$ cat src/rtl/dmem_arbiter.sv
// dmem_arbiter: shares one single-port DataMem between two requesters.
//   Port 0 is the core load/store stage, port 1 the debug/program loader.
//   Round-robin arbitration with a bounded burst: one port may hold the memory
//   for at most BURST_LEN consecutive grants while the other port is waiting.
//
// Ports:
//   clock, reset                 clock; synchronous active-high reset
//   pX_valid/ready               request handshake (ready is combinational)
//   pX_we/addr/wdata             request payload, held stable until ready
//   pX_rsp_valid/data/err        one-cycle response pulse, one cycle after grant
//   mem_write_enable/address/
//   mem_write_data               drive to DataMem (all zero with no grant)
//   mem_read_data                combinational read data from DataMem
module dmem_arbiter #(
    parameter int unsigned DEPTH     = 256,
    parameter int unsigned BURST_LEN = 4
) (
    input  logic        clock,
    input  logic        reset,

    input  logic        p0_valid,
    output logic        p0_ready,
    input  logic        p0_we,
    input  logic [31:0] p0_addr,
    input  logic [31:0] p0_wdata,
    output logic        p0_rsp_valid,
    output logic [31:0] p0_rsp_data,
    output logic        p0_rsp_err,

    input  logic        p1_valid,
    output logic        p1_ready,
    input  logic        p1_we,
    input  logic [31:0] p1_addr,
    input  logic [31:0] p1_wdata,
    output logic        p1_rsp_valid,
    output logic [31:0] p1_rsp_data,
    output logic        p1_rsp_err,

    output logic        mem_write_enable,
    output logic [31:0] mem_address,
    output logic [31:0] mem_write_data,
    input  logic [31:0] mem_read_data
);

    localparam logic [3:0] BurstMax = 4'(BURST_LEN);
    localparam logic [3:0] CntSat   = 4'd15;

    logic        last_grant_q;
    logic [3:0]  burst_cnt_q, burst_cnt_d;
    logic        p0_rsp_valid_q, p1_rsp_valid_q;
    logic [31:0] p0_rsp_data_q, p1_rsp_data_q;
    logic        p0_rsp_err_q, p1_rsp_err_q;

    logic        gnt0, gnt1, any_gnt, keep_last;
    logic        p0_in_range, p1_in_range;

    assign p0_in_range = (p0_addr < DEPTH);
    assign p1_in_range = (p1_addr < DEPTH);

    // burst_cnt == 0 means no burst is in progress (after reset or an idle
    // cycle), so a contested cycle then goes to the port that did not have
    // the last grant. This is what gives port 0 the first contested cycle.
    assign keep_last = (burst_cnt_q != 4'd0) && (burst_cnt_q < BurstMax);

    always_comb begin
        gnt0 = 1'b0;
        gnt1 = 1'b0;
        if (!reset) begin
            if (p0_valid && p1_valid) begin
                if (keep_last) begin
                    gnt0 = ~last_grant_q;
                    gnt1 = last_grant_q;
                end else begin
                    gnt0 = last_grant_q;
                    gnt1 = ~last_grant_q;
                end
            end else begin
                gnt0 = p0_valid;
                gnt1 = p1_valid;
            end
        end
    end

    assign any_gnt  = gnt0 | gnt1;
    assign p0_ready = gnt0;
    assign p1_ready = gnt1;

    always_comb begin
        mem_write_enable = 1'b0;
        mem_address      = 32'd0;
        mem_write_data   = 32'd0;
        if (gnt0) begin
            mem_write_enable = p0_we & p0_in_range;
            mem_address      = p0_addr;
            mem_write_data   = p0_wdata;
        end else if (gnt1) begin
            mem_write_enable = p1_we & p1_in_range;
            mem_address      = p1_addr;
            mem_write_data   = p1_wdata;
        end
    end

    always_comb begin
        burst_cnt_d = 4'd0;
        if (any_gnt) begin
            if (gnt1 == last_grant_q) begin
                burst_cnt_d = (burst_cnt_q == CntSat) ? CntSat : burst_cnt_q + 4'd1;
            end else begin
                burst_cnt_d = 4'd1;
            end
        end
    end

    always_ff @(posedge clock) begin
        if (reset) begin
            last_grant_q   <= 1'b1;
            burst_cnt_q    <= 4'd0;
            p0_rsp_valid_q <= 1'b0;
            p0_rsp_data_q  <= 32'd0;
            p0_rsp_err_q   <= 1'b0;
            p1_rsp_valid_q <= 1'b0;
            p1_rsp_data_q  <= 32'd0;
            p1_rsp_err_q   <= 1'b0;
        end else begin
            if (any_gnt) begin
                last_grant_q <= gnt1;
            end
            burst_cnt_q    <= burst_cnt_d;
            p0_rsp_valid_q <= gnt0;
            p0_rsp_data_q  <= (gnt0 && !p0_we && p0_in_range) ? mem_read_data : 32'd0;
            p0_rsp_err_q   <= gnt0 & ~p0_in_range;
            p1_rsp_valid_q <= gnt1;
            p1_rsp_data_q  <= (gnt1 && !p1_we && p1_in_range) ? mem_read_data : 32'd0;
            p1_rsp_err_q   <= gnt1 & ~p1_in_range;
        end
    end

    // A response pending when reset rises is dropped in that same cycle.
    assign p0_rsp_valid = p0_rsp_valid_q & ~reset;
    assign p0_rsp_data  = reset ? 32'd0 : p0_rsp_data_q;
    assign p0_rsp_err   = p0_rsp_err_q & ~reset;
    assign p1_rsp_valid = p1_rsp_valid_q & ~reset;
    assign p1_rsp_data  = reset ? 32'd0 : p1_rsp_data_q;
    assign p1_rsp_err   = p1_rsp_err_q & ~reset;

endmodule

$ cat config.mk
export PLATFORM = sky130hd
export DESIGN_NAME = dmem_arbiter
export DESIGN_NICKNAME = d
export VERILOG_FILES = /design/src/rtl/dmem_arbiter.sv
export SDC_FILE = /design/constraint.sdc
export NUM_CORES = 1
export LEC_CHECK = 0
export ABC_AREA = 0
export BUFFER_PORTS_ARGS = -buffer_cell sky130_fd_sc_hd__buf_2
export CAP_MARGIN = 20
export CORE_AREA = 2 2 117 119
export CTS_CLUSTER_SIZE = 40
export DETAILED_ROUTE_END_ITERATION = 16
export DIE_AREA = 0 0 119 121
export GPL_ROUTABILITY_DRIVEN = 0
export SETUP_SLACK_MARGIN = 0.5
export SYNTH_ARGS = -nofsm -noshare
export SYNTH_HDL_FRONTEND = slang
export SYNTH_SLANG_ARGS = --single-unit
$ cat constraint.sdc
create_clock -name clock -period 2.6 [get_ports clock]
set_input_delay 0 -clock clock [delete_from_list [all_inputs] [get_ports clock]]
set_output_delay 0 -clock clock [all_outputs]
set_load 0.02 [all_outputs]
== Word-level counts from Yosys, hierarchy flattened ==
Index checks and enable logic that the tools add are counted.

* Mux-type cells: 16
* Bitwise gates (word level): 17
* Reductions and logical operators: 13
* Eq/ne operators: 2
* $add $sub $neg: 1
* Order comparisons: 3

{| class="wikitable"
|+ Operators by type and width
! cell !! number
|-
| 2-to-1 mux 32 bit || 6
|-
| < comparator 32 x 9 -> 1 bit, second input constant || 2
|-
| 2-to-1 mux 1 bit || 9
|-
| AND 1 bit || 8
|-
| NOT 1 bit || 8
|-
| logical AND 1 bit || 6
|-
| OR reduction 2 bit || 3
|-
| adder 4 x 1 -> 4 bit, second input constant || 1
|-
| == test 4 bit, second input constant || 1
|-
| < comparator 4 x 3 -> 1 bit, second input constant || 1
|-
| 2-to-1 mux 4 bit || 1
|-
| nonzero test 4 bit || 1
|-
| OR reduction 3 bit || 1
|-
| logical NOT 1 bit || 2
|-
| == test 1 bit || 1
|-
| OR 1 bit || 1
|}

* Output and inout port bits: 135
* Register bits after elaboration: 73

== Logic depth before layout (Yosys ltp) ==
* Word-level depth: 9
* Gate-level depth with buffers: 8

== Worst setup path before layout ==
Ideal clock, no wire load.

* Path type: reg-to-reg
* Start: register burst_cnt_q[0]
* End: register p0_rsp_data_q[0]
* Path slack: 0.382 ns
* Required time: 2.525 ns
* Buffers on the path: 2
* Arrival time: 2.143 ns
* Setup time: 0.075 ns
* Stages on the path, launching flop included: 9
* Clock period less this slack: 2.218 ns
* Cells stage by stage: dfxtp_1 inv_1 ha_1 or4_4 nand3_1 or4b_1 buf_6 buf_8 nor3b_2

* Cells in the longest elaborated chain, start to end: 9
* Elaborated cells between the ends (all ways): 10

{| class="wikitable"
|+ Ends and longest elaborated chain
! what !! RTL line !! RTL
|-
| start, declared || 49 || <nowiki>logic [3:0] burst_cnt_q, burst_cnt_d;</nowiki>
|-
| start signal, assigned || 128 || <nowiki>burst_cnt_q <= burst_cnt_d;</nowiki>
|-
| < comparator 4 x 3 -> 1 bit or nonzero test 4 bit (tied branches) || 63 || <nowiki>assign keep_last = (burst_cnt_q != 4'd0) && (burst_cnt_q < BurstMax);</nowiki>
|-
| logical AND 1 bit * || 63 ||
|-
| 2-to-1 mux 1 bit * || 70 || <nowiki>if (keep_last) begin</nowiki>
|-
| 2-to-1 mux 1 bit * || 69 || <nowiki>if (p0_valid && p1_valid) begin</nowiki>
|-
| 2-to-1 mux 1 bit * || 68 || <nowiki>if (!reset) begin</nowiki>
|-
| logical AND 1 bit * (2 in a row) || 130 || <nowiki>p0_rsp_data_q <= (gnt0 && !p0_we && p0_in_range) ? mem_read_data : 32'd0;</nowiki>
|-
| NOT 1 bit (no source line) * || n/a ||
|-
| OR reduction 2 bit (no source line) * || n/a ||
|-
| end signal, assigned || 130 ||
|-
| end, declared || 51 || <nowiki>logic [31:0] p0_rsp_data_q, p1_rsp_data_q;</nowiki>
|}

Mark *: on every way between the ends. The rest lies on a longest branch, timed or not.
A chain may end at the register's enable or synchronous reset.

== Worst setup path after layout ==
* Start: register burst_cnt_q[0]
* End: output port mem_write_data[27]

* Cells in the longest elaborated chain, start to end: 7
* Elaborated cells between the ends (all ways): 11

{| class="wikitable"
|+ Ends and longest elaborated chain
! what !! RTL line !! RTL
|-
| < comparator 4 x 3 -> 1 bit or nonzero test 4 bit (tied branches) || 63 ||
|-
| logical AND 1 bit * || 63 ||
|-
| 2-to-1 mux 1 bit || 70 ||
|-
| 2-to-1 mux 1 bit || 69 ||
|-
| 2-to-1 mux 1 bit || 68 ||
|-
| 2-to-1 mux 32 bit || 96 || <nowiki>end else if (gnt1) begin</nowiki>
|-
| 2-to-1 mux 32 bit * || 92 || <nowiki>if (gnt0) begin</nowiki>
|-
| end, declared || 41 || <nowiki>output logic [31:0] mem_write_data,</nowiki>
|}

Marked as above.

==> run summary <==
Clock latency on the worst-skew pair = 0.33 ns
Setup Crit Path Kind = reg2out
IO buf count = 300
Hold Path Class = in2reg
HPWL after detailed placement = 13.05 mm
Clock-pin slew on the worst setup and hold paths = 0.06 ns
Via/cell ratio = 4.984
# IOs = 301
Global route overflow = 0
Final setup viols = 0
Total CTS buffers = 9
Syn-to-layout area delta = 76.75%
Number of distinct library cells after synthesis = 34
Core Footprint = 13090 sq um
1st-iter DRT viols = 294
RSZ-0062 raised after global routing = true
Slew @ Worst Pin = 0.6861 ns
# clock sinks = 73
Fin. max-slew vios = 0
Syn_nets = 547
Die area = 14400 sq um
First-pass GRT wire length = 25.96 mm
Ys Warns = 0
Drt pass-1 iters = 4
Leading cell type in the layout, fill and taps excluded = buf_2
Detailed-route DRC error count = 0
Rows = 42
Crit share post-route = 85.75%
Setup TNS Final = 0 ns
Req. time, crit path = 2.60 ns
CTS tree = done
DRT Wirelength = 18.36 mm
Mapped cell area = 3724 sq um
Synth Instances = 379
Starting density of the core = 28.46%
Predominant post-synthesis flop cell = dfxtp_1
Post-synth EDFFs = 0
Final hold vios = 0
Critical path's slowest cell = or4_4
Slew headroom = 54.26%
Leak Pwr = 0.003113 uW
Critical Path AT = 2.23 ns
Fin crit period = 2.229 ns
Maximum clock rate = 448.5 MHz
Layout cell share with drive strength beyond 1 = 55.26%
MaxCap Viol Count = 0
Crit Path Max Fanout = 8
Startpoint types = register
Worst-path cell chain = inv_2 > ha_4 > or4_4 > a31oi_4 > buf_6 > clkbuf_16 > a22o_1 > buf_4
CTS Root Cell = clkbuf_16
Vias in the first global route = 4468
Worst clock skew = 0.003294 ns
Largest net degree at the start of global routing = 69
H-tree Lvls = 3
Pwr Density = 473.6 nW/um^2
Buffer depth of the longest clock path = 2
Final core occ = 50.30%
Worst setup EP type = output pin
Asr flop ratio synth = 0%
Commonest non-fill, non-tap cells in the layout = buf_2, nor2b_1, dfxtp_1
Number of vias in the routed layout = 4446
Synthesized area per cell = 9.825 sq um
Sequential-to-total area share from yosys stat = 39.25%
Flop and latch count out of synthesis = 73
Avg WL per Cell = 20.59 um
Slowest stage delay, CP = 0.46 ns
Die H = 121 um
GRT Overall Usage = 23.97%
Initial antenna violation count = 3
Outcome = complete, no violations
Maximum vdd drop = 0.3563 mV
Fin nets = 876
Antenna-violating nets left = 0
Die span in x = 119 um
-- layer usage --
layer  up-vias  wire length [um]  track usage (%)
li1       2047                 -                -
met5         -                72            4.044
met4         2               432            8.482
met3        32              1651            7.801
met2       251              8841            39.58
met1      2114              7366            28.95
-- Yosys cell counts, types with 3 or more instances --
library cell  count  area [sq um]
inv_1             6         22.52
nor2b_1          71         444.2
clkbuf_1         23         86.33
a21oi_1           4         20.02
nor4_1           12         75.07
nor3b_2          30         375.4
nor2_1            4         15.01
a211oi_1          4         30.03
buf_1             6         22.52
buf_8             3         45.04
nand2_1           4         15.01
nor3b_1          35         262.8
nand3_1           3         15.01
buf_2             8         40.04
nor3_1            3         15.01
a22o_1           64         560.5
dfxtp_1          73          1461
a31oi_1           5         31.28
-- final cells by class --
cell class / count / area (sq um)
Multi-Input combinational cell: 259 / 2165
Tap cell: 176 / 220.2
Fill cell: 1192 / 6504
Clock buffer: 12 / 256.5
Timing Repair Buffer: 359 / 2416
Sequential cell: 73 / 1466
Antenna cell: 3 / 7.507
Clock inverter: 4 / 27.53
Inverter: 6 / 22.52
-- power breakdown --
part	switching (uW)	internal [uW]
sequential	6.38	1130
clock	465	698
combinational	417	405
-- through the flow --
step	area (sq um)	instances	worst slack [ns]	power (uW)	hold slack, ns
2_1_floorplan	3750	379	0.4935	1479	0.1571
3_3_place_gp	5368	823	0.3179	1773	0.2502
3_5_place_dp	5368	823	0.2489	1779	0.2625
4_1_cts	6406	885	0.3938	3098	0.05512
5_1_grt	6579	891	0.3045	3223	0.09356
6_report	6581	892	0.3705	3117	0.07214
-- cell families after synthesis --
kind of cell	Yosys count	synth area share [%]
AOI/OAI and AO/OA	83	18.55
and+or+nand+nor	172	34.85
DFF	73	39.25
muxes	1	0.2688
buffers and inverters	48	6.418
adders and majority gates	2	0.6719
-- worst paths after layout --
path,start,end,slack (ns),depth (start not counted)
worst min-delay path,p1_valid,burst_cnt_q[0],0.07,3
worst max-delay path,burst_cnt_q[0],mem_write_data[27],0.37,8
worst max register to register,burst_cnt_q[0],p0_rsp_data_q[20],0.47,6
worst min register to register,burst_cnt_q[0],burst_cnt_q[0],0.57,2
-- repair_timing --
action / 4_1_cts / 5_1_grt
hold buffers: 33 / 0
resized for setup: 75 / 25
gates cloned: 6 / 2
hold endpoints to repair: 65 / 0
setup buffers: 7 / 2
setup endpoints to repair: 131 / 130
pin swaps: 6 / 1
-- registers in the layout (all words and copies together), names as in the netlist --
name	cells
burst_cnt_q	4
last_grant_q	1
p0_rsp_data_q	32
p0_rsp_err_q	1
p0_rsp_valid_q	1
p1_rsp_data_q	32
p1_rsp_err_q	1
p1_rsp_valid_q	1
-- worst max-delay path, delay by kind of cell (launching register included) --
family	cells	cell delay [ns]
adders and majority gates	1	0.17
buffers and inverters	4	0.53
DFF	1	0.35
AOI/OAI and AO/OA	2	0.39
and+or+nand+nor	1	0.46
(Power assumes the default switching activity.)
